[config.mk]
export PLATFORM = sky130hd
export DESIGN_NAME = ltc2174_frame_deser
export DESIGN_NICKNAME = d
export VERILOG_FILES = /design/src/rtl/ltc2174_frame_deser_pkg.sv /design/src/rtl/ltc2174_frame_deser_lane_window_sel.sv /design/src/rtl/ltc2174_frame_deser.sv
export SDC_FILE = /design/constraint.sdc
export NUM_CORES = 1
export LEC_CHECK = 0
export CAP_MARGIN = 20
export CORE_MARGIN = 2
export CORE_UTILIZATION = 35
export CTS_CLUSTER_SIZE = 14
export DETAILED_ROUTE_END_ITERATION = 10
export SLEW_MARGIN = 20
export SYNTH_ARGS = -nofsm -noshare
export SYNTH_HDL_FRONTEND = slang
export SYNTH_SLANG_ARGS = --single-unit
[constraint.sdc]
create_clock -name clk -period 2.9 [get_ports clk]
set_input_delay 0.435 -clock clk [delete_from_list [all_inputs] [get_ports clk]]
set_output_delay 0.435 -clock clk [all_outputs]
set_load 0.1 [all_outputs]
[src/rtl/ltc2174_frame_deser_pkg.sv]
// Shared constants, FSM encoding and bit-map helper for the LTC2174
// 2-lane / 16-bit serialization frame deserializer.
package ltc2174_pkg;

  localparam int SAMPLES_PER_FRAME = 8;
  localparam int ADC_BITS          = 14;
  localparam int NUM_CH            = 4;
  localparam int HIST_LEN          = 16;
  localparam int SLIP_W            = 3;

  localparam logic [SAMPLES_PER_FRAME-1:0] FRAME_PAT = 8'b1111_0000;

  typedef enum logic [1:0] {
    HUNT   = 2'd0,
    CHECK  = 2'd1,
    LOCKED = 2'd2
  } state_e;

  typedef logic [SAMPLES_PER_FRAME-1:0] window_t;
  typedef logic [ADC_BITS-1:0]          sample_t;

  // Lane A carries the odd bits D13..D1 and lane B the even bits D12..D0,
  // both oldest-first; the trailing pad sample is stripped by the caller.
  function automatic sample_t assemble(input logic [6:0] lane_a,
                                       input logic [6:0] lane_b);
    return {lane_a[6], lane_b[6], lane_a[5], lane_b[5],
            lane_a[4], lane_b[4], lane_a[3], lane_b[3],
            lane_a[2], lane_b[2], lane_a[1], lane_b[1],
            lane_a[0], lane_b[0]};
  endfunction

endpackage

[src/rtl/ltc2174_frame_deser_lane_window_sel.sv]
// One serial line: 16-sample history (two samples per clock, rise then fall)
// and an 8-sample window that ends `slip` samples before the newest sample.
module lane_window_sel
  import ltc2174_pkg::*;
(
  input  logic              clk,
  input  logic              sample_r_i,
  input  logic              sample_f_i,
  input  logic [SLIP_W-1:0] slip_i,
  output window_t           window_o
);

  localparam int BASE_W = $clog2(HIST_LEN);

  logic [HIST_LEN-3:0] hist_q;
  logic [HIST_LEN-1:0] hist_d;
  logic [BASE_W-1:0]   base;

  // Bit 0 is the newest sample, so the current cycle's pair joins the window
  // in the same cycle it is captured.
  assign hist_d   = {hist_q, sample_r_i, sample_f_i};
  assign base     = {1'b0, slip_i};
  assign window_o = hist_d[base +: SAMPLES_PER_FRAME];

  // NOTE: the history has no reset on purpose; after rst it is don't-care and
  // is overwritten by fresh samples before any slip value can select it.
  always_ff @(posedge clk) begin
    hist_q <= hist_d[HIST_LEN-3:0];
  end

endmodule

[src/rtl/ltc2174_frame_deser.sv]
// LTC2174 receive-side word assembler: frame alignment hunt/lock FSM and
// parallel 14-bit sample output for four channels over two lanes.
module ltc2174_frame_deser
  import ltc2174_pkg::*;
#(
  parameter logic [3:0]  REVERSE_A  = 4'b1111,
  parameter logic [3:0]  REVERSE_B  = 4'b1111,
  parameter logic        REVERSE_F  = 1'b1,
  parameter int unsigned LOCK_COUNT = 4,
  parameter int unsigned ERR_LIMIT  = 2
)(
  input  logic        clk,
  input  logic        rst,
  input  logic        frame_r,
  input  logic        frame_f,
  input  logic [3:0]  adca_r,
  input  logic [3:0]  adca_f,
  input  logic [3:0]  adcb_r,
  input  logic [3:0]  adcb_f,
  output logic [13:0] dout1,
  output logic [13:0] dout2,
  output logic [13:0] dout3,
  output logic [13:0] dout4,
  output logic        dout_valid,
  output logic        locked,
  output logic [7:0]  frame_err
);

  localparam logic [3:0] LOCK_CNT = 4'(LOCK_COUNT);
  localparam logic [3:0] ERR_LIM  = 4'(ERR_LIMIT);

  // Polarity-corrected inputs
  logic              frame_r_p, frame_f_p;
  logic [NUM_CH-1:0] adca_r_p, adca_f_p, adcb_r_p, adcb_f_p;

  assign frame_r_p = frame_r ^ REVERSE_F;
  assign frame_f_p = frame_f ^ REVERSE_F;
  assign adca_r_p  = adca_r ^ REVERSE_A;
  assign adca_f_p  = adca_f ^ REVERSE_A;
  assign adcb_r_p  = adcb_r ^ REVERSE_B;
  assign adcb_f_p  = adcb_f ^ REVERSE_B;

  // State
  state_e                   state_q;
  logic [1:0]               phase_q;
  logic [SLIP_W-1:0]        slip_q;
  logic [3:0]               good_q;
  logic [3:0]               bad_q;
  logic [7:0]               frame_err_q;
  logic                     locked_q;
  logic                     dout_valid_q;
  logic [NUM_CH-1:0][ADC_BITS-1:0] dout_q;

  // Window selection
  window_t                         frame_win;
  logic [NUM_CH-1:0][ADC_BITS-1:0] asm_w;
  logic [NUM_CH-1:0]               pad_w;
  logic                            pad_unused;
  logic                            frame_match;

  lane_window_sel u_frame (
    .clk        (clk),
    .sample_r_i (frame_r_p),
    .sample_f_i (frame_f_p),
    .slip_i     (slip_q),
    .window_o   (frame_win)
  );

  for (genvar ch = 0; ch < NUM_CH; ch++) begin : g_ch
    window_t win_a, win_b;

    lane_window_sel u_lane_a (
      .clk        (clk),
      .sample_r_i (adca_r_p[ch]),
      .sample_f_i (adca_f_p[ch]),
      .slip_i     (slip_q),
      .window_o   (win_a)
    );

    lane_window_sel u_lane_b (
      .clk        (clk),
      .sample_r_i (adcb_r_p[ch]),
      .sample_f_i (adcb_f_p[ch]),
      .slip_i     (slip_q),
      .window_o   (win_b)
    );

    assign asm_w[ch] = assemble(win_a[7:1], win_b[7:1]);
    assign pad_w[ch] = win_a[0] ^ win_b[0];
  end

  // Pad samples carry no data
  assign pad_unused  = ^pad_w;
  assign frame_match = (frame_win == FRAME_PAT);

  // NOTE: every register here is assigned with <= so all of them see the
  // pre-edge values of each other, regardless of statement order.
  always_ff @(posedge clk) begin
    if (rst) begin
      state_q      <= HUNT;
      phase_q      <= 2'd0;
      slip_q       <= '0;
      good_q       <= 4'd0;
      bad_q        <= 4'd0;
      frame_err_q  <= 8'd0;
      locked_q     <= 1'b0;
      dout_valid_q <= 1'b0;
      dout_q       <= '0;
    end else begin
      phase_q      <= phase_q + 2'd1;
      dout_valid_q <= 1'b0;

      if (phase_q == 2'd3) begin
        unique case (state_q)
          HUNT: begin
            if (frame_match) begin
              good_q <= 4'd1;
              if (LOCK_CNT == 4'd1) begin
                state_q      <= LOCKED;
                locked_q     <= 1'b1;
                dout_q       <= asm_w;
                dout_valid_q <= 1'b1;
              end else begin
                state_q <= CHECK;
              end
            end else begin
              slip_q <= slip_q + 3'd1;
            end
          end

          CHECK: begin
            if (frame_match) begin
              good_q <= good_q + 4'd1;
              if (good_q + 4'd1 == LOCK_CNT) begin
                state_q      <= LOCKED;
                locked_q     <= 1'b1;
                dout_q       <= asm_w;
                dout_valid_q <= 1'b1;
              end
            end else begin
              state_q <= HUNT;
              good_q  <= 4'd0;
              slip_q  <= slip_q + 3'd1;
            end
          end

          LOCKED: begin
            if (frame_match) begin
              bad_q        <= 4'd0;
              dout_q       <= asm_w;
              dout_valid_q <= 1'b1;
            end else begin
              if (frame_err_q != 8'hFF) frame_err_q <= frame_err_q + 8'd1;
              // The limiting bad frame drops lock without a strobe; slip is kept.
              if (bad_q + 4'd1 == ERR_LIM) begin
                state_q  <= HUNT;
                locked_q <= 1'b0;
                bad_q    <= 4'd0;
                good_q   <= 4'd0;
              end else begin
                bad_q        <= bad_q + 4'd1;
                dout_q       <= asm_w;
                dout_valid_q <= 1'b1;
              end
            end
          end

          default: begin
            state_q  <= HUNT;
            locked_q <= 1'b0;
          end
        endcase
      end
    end
  end

  assign dout1      = dout_q[0];
  assign dout2      = dout_q[1];
  assign dout3      = dout_q[2];
  assign dout4      = dout_q[3];
  assign dout_valid = dout_valid_q;
  assign locked     = locked_q;
  assign frame_err  = frame_err_q;

endmodule

==> results of run 1 <==
[logic make-up after synthesis]
| family | count (synthesis) | share of synthesized area |
|---|---|---|
| AOI/OAI and AO/OA | 164 | 0.118 |
| xor gates and xnor gates | 5 | 0.00433 |
| adders and majority gates | 10 | 0.0124 |
| buffers and inverters | 126 | 0.0571 |
| DFF | 198 | 0.391 |
| muxes | 158 | 0.257 |
| and+or+nand+nor | 302 | 0.160 |
[sequential cells by signal, indices dropped and copies added (netlist names), 4 cells and up]
signal	cells
frame_err	8
dout1	14
dout3	14
dout4	14
bad_q	4
dout2	14
g_ch.u_lane_b.hist_q	52
good_q	4
u_frame.hist_q	13
g_ch.u_lane_a.hist_q	52
[area by class of cell]
| class | instances | area share |
|---|---|---|
| Inverter | 32 | 0.0102 |
| Clock inverter | 15 | 0.0150 |
| Multi-Input combinational cell | 639 | 0.478 |
| Timing Repair Buffer | 111 | 0.0819 |
| Clock buffer | 17 | 0.0362 |
| Tap cell | 384 | 0.0409 |
| Sequential cell | 198 | 0.338 |
[worst max-delay path: cells and delay by family (launching register included)]
family	cells	cell delay (ns)
compound gates	3	0.98
flops	1	0.44
buf+inv	1	0.22
simple gates	2	0.29
mux	1	0.33
[worst max path at each step]
| stage | from | to | cells after the start | slack [ns] |
|---|---|---|---|---|
| global placement | frame_f | frame_err[7] | 8 | 0.24 |
| detailed placement | frame_f | frame_err[5] | 8 | 0.24 |
| global route | bad_q[0] | good_q[1] | 7 | 0.34 |
| floorplan | frame_err[4] | frame_err[6] | 6 | 0.43 |
| finish | slip_q[0] | frame_err[6] | 7 | 0.52 |
| CTS | slip_q[0] | frame_err[6] | 7 | 0.52 |
[routing by layer]
layer	routed length, um	part of all wire	vias to the layer above	global-route usage
li1	-	-	3752	-
met4	518	0.020	0	0.0578
met2	11800	0.46	194	0.265
met5	0	0	-	0
met1	12000	0.47	3959	0.237
met3	1200	0.047	30	0.0343
[power groups by stage]
stage | registers, W | logic, W | clock network, W
after global routing | 0.00291 | 0.000464 | 0.00261
after floorplan | 0.00292 | 0.000332 | 0
after CTS | 0.00289 | 0.000431 | 0.00248
after global placement | 0.00295 | 0.000428 | 0
final | 0.00289 | 0.000426 | 0.00243
after detailed placement | 0.00295 | 0.000430 | 0
[through the flow]
stage / utilization / total power, W / area, um^2
global route: 0.411 / 0.00598 / 11800
global placement: 0.390 / 0.00338 / 11200
floorplan: - / 0.00325 / 10100
detailed placement: 0.390 / 0.00338 / 11200
CTS: 0.411 / 0.00580 / 11800
finish: 0.411 / 0.00575 / 11800
[cells in the mapped netlist (all sizes together) (2+ instances only)]
cell type and instances:
a2111oi 2, a211oi 6, a21o 2, a21oi 69, a221oi 2, a31oi 4, a32oi 2, and3 7
buf 49, clkbuf 45, dfxtp 198, ha 10, inv 32, mux2 3, mux2i 74, mux4 81
nand2 13, nand2b 3, nand3 118, nand3b 3, nand4 3, nor2 75, nor2b 8, nor3 3
nor3b 58, nor4 2, o2111ai 57, o21ai 8, o32a 2, or2 2, or4b 2, xnor2 5
==> flow_summary.toml, run 1 <==
[clocking]
cts_tree = "done"
htreeDepth = 4
cts_hold_buf = 0
cts_setup_buffers = 0
root_buffer = "clkbuf_16"
post_cts_resized = 0
cts_buffer_depth = 2
clkTransAtPathRegs_ns = 0.08
insertion_delay_ns = 0.43
cts_buffers = 17
cts_sinks = 198

[timing]
period_minus_slack_ns = 2.38
tightest_slew_ns = 0.702
worst_slack_ns = 0.524
slew_viol_final = 0
post-route-period-util = 0.819
tns_ns = 0
rsz0062_at_grt = "false"
hold_violations = 0
timing.slew.headroom = 0.532
whs_ns = 0.362
setup_viol = 0
skew_ns = 0.00778
max_freq_mhz = 421

[cells_and_area]
fillers = 2680
drive_gt1_frac = 0.231
fin_cells = 1396
layout_commonest_cell = "dfxtp_1"
final_cell_mix = "dfxtp_1, nand3_1, buf_4"
synthToLayoutAreaGrowth_pct = 16.1
multi_input_area_mm2 = 0.00562
diodes = 0
ff_latch_area_mm2 = 0.00398
nets = 1029

[worst_setup_path]
cp-end-kind = "flip-flop"
r2r-end = "frame_err[6]"
critPathRequiredTime_ns = 3.23
cp.arrival_ns = 2.70
start_kind = "flip-flop"
r2r_start = "slip_q[0]"
rrSetupSlack_ns = 0.52
critical_path_class = "flip-flop to flip-flop"
slowest_delay_ns = 0.45
r2r_cells = 7
critPathMaxFanout = 10
cpMaxStageDelayCell = "a2111oi_2"
crit_chain = "nor3b_1 > a31oi_1 > o32ai_4 > buf_4 > a2111oi_2 > and3_1 > mux2_2"

[power]
p_sw_w = 0.00146
pwr-share-comb = 0.074
seq_power_share = 0.503
vdd_drop_max_uv = 405
leakage_nw = 4.16
powerDensity_mw_per_mm2 = 489
internal_power_w = 0.00428
clkPwrFrac = 0.423
swShare = 0.255

[placed_design]
finalWeightedCongestion = 0.809
port_buffers = 85
post-place-ws_ns = 0.243
dp_cells = 1364
dp_hpwl_um = 16600

[routing]
viasPerCell = 5.68
drt_wl_total_um = 25600
wire_per_inst_um = 18.3
drt_iter0_drc = 584
ant_nets = 0
drt_first_pass_iters = 5
vias = 7935
drc_errors = 0

[yosys]
async_reset_ff_frac = 0
synth_top_area_frac = 0.391
synthesis.area_mm2 = 0.0101
ys_seq_area_frac = 0.391
synth_edf_count = 0
syn_nets = 993
synth_cell_type_count = 59
synth_top_area_cell = "dfxtp_1"
synth_warnings = 0
postSynthCellCount = 963
synth-main-ff-cell = "dfxtp_1"
yosys_register_bits = 198
avgSynthCellArea_um2 = 10.5
synth_area_leaders = "dfxtp_1, mux4_2, mux2i_1, nand3_1, o2111ai_1"

[job]
drv_cap = 0

[die]
die_area_mm2 = 0.0303
io_pins = 86
row_count = 62
core-area_mm2 = 0.0286
fp.dieH_um = 174
initial_core_util = 0.354
die_w_um = 174

[worst_hold_path]
worst_hold_path_type = "flip-flop to flip-flop"
whs_endpoint = "u_frame.hist_q[11]"
holdPathStages = 0
hold_start = "u_frame.hist_q[9]"

[grt]
first_global_vias = 7664
grt-ovfl-total = 0
antenna_found_initial = 0
grt_usage = 0.170
grt_max_degree = 87
grt_pass1_wl_um = 41900

[run_status]
outcome = "completed"
Power figures use the tool's default switching activity.
==> inputs of run 2 (changes only) <==
- clock period: 2.9 -> 2 ns (I/O delays scaled with it)
==> run 2 against run 1 <==
  * The run now ends with negative setup slack left
  * Sequential power up 45%
  * Worst setup slack worse by 0.64 ns
  * Non-clock buffer count up 57
  * Global-route usage up 0.87 points
  * Maximum frequency up 12%
  * Critical path depth up 1
  * Clock skew up 0.0052 ns
  * Cell count up 4.1%
  * Critical path type unchanged
  * Critical endpoint is now bad_q[1]
==> flow_summary.toml, run 2 (synthesis results as in run 1) <==
[cells_and_area]
diodes = 0
fillers = 2650
fin_cells = 1453
reg.largest.list = "g_ch.u_lane_a.hist_q x52, g_ch.u_lane_b.hist_q x52"
multi_input_area_mm2 = 0.00583
nets = 1087
ff_latch_area_mm2 = 0.00399
layout_commonest_cell = "dfxtp_1"
final_cell_mix = "dfxtp_1, buf_4, nand3_1"
drive_gt1_frac = 0.297
synthToLayoutAreaGrowth_pct = 23.9

[die]
core-area_mm2 = 0.0286
row_count = 62
initial_core_util = 0.354
io_pins = 86
die_area_mm2 = 0.0303
fp.dieH_um = 174
die_w_um = 174

[timing]
tns_ns = -2.98
worst_slack_ns = -0.115
slew_viol_final = 0
timing.slew.headroom = 0.625
hold_violations = 0
tightest_slew_ns = 0.562
skew_ns = 0.0130
max_freq_mhz = 473
rsz0062_at_grt = "true"
post-route-period-util = 1.06
setup_viol = 65
period_minus_slack_ns = 2.11

[clocking]
clkTransAtPathRegs_ns = 0.07
cts_sinks = 198
cts_hold_buf = 0
cts_buffers = 17
root_buffer = "clkbuf_16"
htreeDepth = 4
cts_tree = "done"
cts_buffer_depth = 2
insertion_delay_ns = 0.44

[power]
vdd_drop_max_uv = 598
powerDensity_mw_per_mm2 = 653
power_w = 0.00819
leakage_nw = 4.53

[routing]
drt_first_pass_iters = 5
drt_iter0_drc = 517
viasPerCell = 5.67
vias = 8233
wire_per_inst_um = 18.6
drc_errors = 0
drt_wl_total_um = 27000
ant_nets = 0

[worst_setup_path]
critPathMaxFanout = 6
cp.arrival_ns = 2.48
crit_chain = "buf_4 > nand3b_1 > o31ai_4 > buf_4 > a32oi_2 > nor2_4 > or4b_2 > a21oi_1"
critPathRequiredTime_ns = 2.37
cp_top_family = "simple AND/OR/NAND/NOR gates"
start_kind = "flip-flop"
cp_num_buf_inv = 2
critical_path_class = "flip-flop to flip-flop"
cpMostUsedCell = "buf_4"
slowest_delay_ns = 0.61
cp-end-kind = "flip-flop"
cpMaxStageDelayCell = "or4b_2"

[grt]
grt_usage = 0.179
grt_pass1_wl_um = 44100
antenna_found_initial = 0
grt_max_degree = 46
grt-ovfl-total = 0
first_global_vias = 8089

[placed_design]
dp_hpwl_um = 17700
port_buffers = 85
finalWeightedCongestion = 0.830
dp_cells = 1409

[run_status]
violations = "negative setup slack"
outcome = "finished, violations left"

[job]
drv_cap = 0

[worst_hold_path]
worst_hold_path_type = "input pin to flip-flop"
[run 2: changes by cell type in the layout (fill, tap and decap cells not counted), moves of 3 or more]
| cell | change |
|---|---|
| clkbuf_1 | +3 |
| buf_6 | +5 |
| buf_4 | +43 |
| and3_4 | +3 |
| inv_8 | -6 |
| dfxtp_1 | -9 |
| buf_12 | +3 |
| dfxtp_2 | +6 |
| buf_16 | +4 |
| clkinv_2 | +3 |
| dfxtp_4 | +3 |
[run 2: what timing repair did]
item,in CTS,in global routing
buffers inserted,7,2
gates resized for setup,27,19
pin swaps,4,7
endpoints found under the hold margin,0,0
gates cloned,4,1
endpoints found under the setup margin,71,74
[run 2: final timing paths]
path	from	to	slack, ns	cells after the start
worst max-delay path	slip_q[0]	bad_q[1]	-0.11	8
worst min-delay path	rst	good_q[3]	0.29	4
worst max register to register	slip_q[0]	bad_q[1]	-0.11	8
worst min register to register	g_ch[2].u_lane_a.hist_q[0]	g_ch[2].u_lane_a.hist_q[2]	0.36	0
[run 2: worst register-to-register path: stages, from the launching register on]
cell	delay, ns
dfxtp_4	0.38
buf_4	0.15
nand3b_1	0.12
o31ai_4	0.11
buf_4	0.14
a32oi_2	0.31
nor2_4	0.07
or4b_2	0.61
a21oi_1	0.15
[run 2: layout make-up]
type                    count  share of cell area
clock buffers              21              0.0359
clock inverters            10             0.00778
inverters                  32             0.00957
multi-input cells         640               0.465
flip-flops and latches    198               0.318
well taps                 384              0.0383
repair buffers            168               0.125
[run 2: metrics by stage]
stage	cell area, um^2	setup slack (ns)	utilization	hold WS [ns]
after global placement	11600	-0.427	0.405	0.340
after CTS	12400	-0.0820	0.434	0.270
final	12500	-0.115	0.438	0.286
after detailed placement	11600	-0.475	0.405	0.345
after floorplan	10200	0.00714	-	0.330
after global routing	12500	-0.218	0.438	0.285
[run 2: where the power goes]
group,internal [W],switching (W),total (W)
combinational,0.000398,0.000312,0.000710
clock,0.00176,0.00153,0.00329
sequential,0.00407,0.000123,0.00419
total,0.00622,0.00197,0.00819
[run 2: routing by layer]
metal  routed length, um  global-route usage  up-vias  part of all wire
met5                   0                   0        -                 0
met4                 610              0.0606        0             0.023
met3                1290              0.0367       38             0.048
met2               12800               0.288      217              0.47
met1               12300               0.240     4095              0.46
li1                    -                   -     3883                 -
==> inputs of run 3 (changes only) <==
- DONT_BUFFER_PORTS: unset -> 1
==> run 3 against run 2 <==
  * The run still ends with negative setup slack left
  * Worst setup slack improved by 0.020 ns
  * Worst hold slack lost 0.24 ns
  * Routed wire length fell by 0.77%
  * Sequential share of layout area up 0.40 points
  * Global-route usage decreased by 0.33 points
  * Combinational power shrank 12%
  * Critical path depth decreased by 1
  * Count of clock-buffer cells in the layout decreased by 2
  * Clock skew fell by 0.0047 ns
  * Largest cell class unchanged
==> flow_summary.toml, run 3 (synthesis results as in run 1) <==
[timing]
skew_ns = 0.00822
slew_viol_final = 0
post-route-period-util = 1.05
max_freq_mhz = 477
hold_violations = 0
rsz0062_at_grt = "true"
timing.slew.headroom = 0.464
setup_viol = 64
tightest_slew_ns = 0.802
worst_slack_ns = -0.0952
period_minus_slack_ns = 2.10

[worst_setup_path]
cp_num_buf_inv = 2
cpMaxStageDelayCell = "mux4_2"
critical_path_class = "flip-flop to flip-flop"
cp-end-kind = "flip-flop"
r2r_start = "slip_q[0]"
slowest_delay_ns = 0.56
crit_chain = "buf_4 > buf_12 > mux4_2 > mux2i_2 > nor2_1 > a21oi_1 > nand3_1"
cp_top_family = "multiplexers"
start_kind = "flip-flop"
critPathRequiredTime_ns = 2.32
critPathMaxFanout = 23
cp.arrival_ns = 2.41
cp-startpoint = "slip_q[0]"

[power]
leakage_nw = 4.41
pwr-share-comb = 0.076
seq_power_share = 0.508
swShare = 0.238
powerDensity_mw_per_mm2 = 666
clkPwrFrac = 0.416
power_w = 0.00825
p_sw_w = 0.00196
vdd_drop_max_uv = 562
internal_power_w = 0.00629

[grt]
grt_pass1_wl_um = 43200
first_global_vias = 8112
grt-ovfl-total = 0
grt_max_degree = 68
antenna_found_initial = 0
grt_usage = 0.176

[clocking]
htreeDepth = 4
cts_tree = "done"
cts_sinks = 198
root_buffer = "clkbuf_16"
insertion_delay_ns = 0.43
cts_buffer_depth = 2
clkTransAtPathRegs_ns = 0.07
cts_buffers = 17

[cells_and_area]
final_cell_mix = "dfxtp_1, nand3_1, buf_4"
nets = 1069
synthToLayoutAreaGrowth_pct = 22.4
drive_gt1_frac = 0.287
diodes = 0
layout_commonest_cell = "dfxtp_1"
reg.largest.list = "g_ch.u_lane_a.hist_q x52, g_ch.u_lane_b.hist_q x52"

[job]
drv_cap = 0

[worst_hold_path]
hold_start = "rst"
worst_hold_path_type = "input pin to flip-flop"

[routing]
vias = 8190
drc_errors = 0
ant_nets = 0
drt_wl_total_um = 26800
drt_iter0_drc = 546
wire_per_inst_um = 18.7
drt_first_pass_iters = 7
viasPerCell = 5.70

[run_status]
violations = "negative setup slack"
outcome = "finished, violations left"

[die]
die_area_mm2 = 0.0303
initial_core_util = 0.354
die_w_um = 174
core-area_mm2 = 0.0286
row_count = 62
fp.dieH_um = 174
io_pins = 86

[placed_design]
port_buffers = 0
post-place-ws_ns = -0.155
finalWeightedCongestion = 0.809
dp_hpwl_um = 17400
==> run 3: area by class of cell <==
cell class	instances	area (um^2)
inverter	32	120
tap	384	480
fill	2659	16200
multi-input combinational	639	5770
clock buffer	19	433
clock inverter	13	150
timing repair buffer	151	1450
sequential	198	3990
==> run 3: power groups by stage <==
stage	combinational [W]	sequential (W)	clock [W]
floorplan	0.000482	0.00423	0
global placement	0.000571	0.00427	0
detailed placement	0.000574	0.00428	0
CTS	0.000629	0.00419	0.00352
global route	0.000677	0.00421	0.00366
finish	0.000627	0.00419	0.00343
==> run 3: layer usage <==
metal	global-route usage	share of wire	up-vias
li1	-	-	3828
met1	0.234	0.46	4080
met2	0.281	0.47	252
met3	0.0394	0.059	30
met4	0.0620	0.016	0
met5	0	0	-
==> run 3: stage by stage <==
stage / std cells / util / setup TNS (ns) / area (um^2) / hold WS, ns
after floorplan: 963 / - / 0 / 10200 / 0.330
after global placement: 1379 / 0.398 / -2.07 / 11400 / 0.346
after detailed placement: 1379 / 0.398 / -4.52 / 11400 / 0.351
after CTS: 1433 / 0.429 / -3.24 / 12300 / 0.00671
after global routing: 1436 / 0.433 / -11.66 / 12400 / 0.0148
final: 1436 / 0.433 / -3.33 / 12400 / 0.0456
==> run 3: path summary, 6_finish.rpt <==
kind                           endpoint  slack, ns  depth (start not counted)
min                           good_q[2]       0.05                          1
max                           dout3[12]       -0.1                          7
min reg2reg  g_ch[2].u_lane_a.hist_q[2]       0.36                          0
max reg2reg                   dout3[12]       -0.1                          7
==> run 3: repair_timing <==
item	in CTS	in global routing
hold endpoints to repair	35	0
setup endpoints to repair	69	73
buffers inserted	2	2
gates resized for setup	17	14
cloned	1	1
hold buffers	19	0
pin swaps	0	3
==> run 3: worst reg2reg max path: cells and delay by family (launching register included) <==
kind,cells,cell delay [ns]
AOI/OAI and AO/OA,1,0.16
buffers and inverters,2,0.48
DFF,1,0.39
muxes,2,0.79
and+or+nand+nor,2,0.17
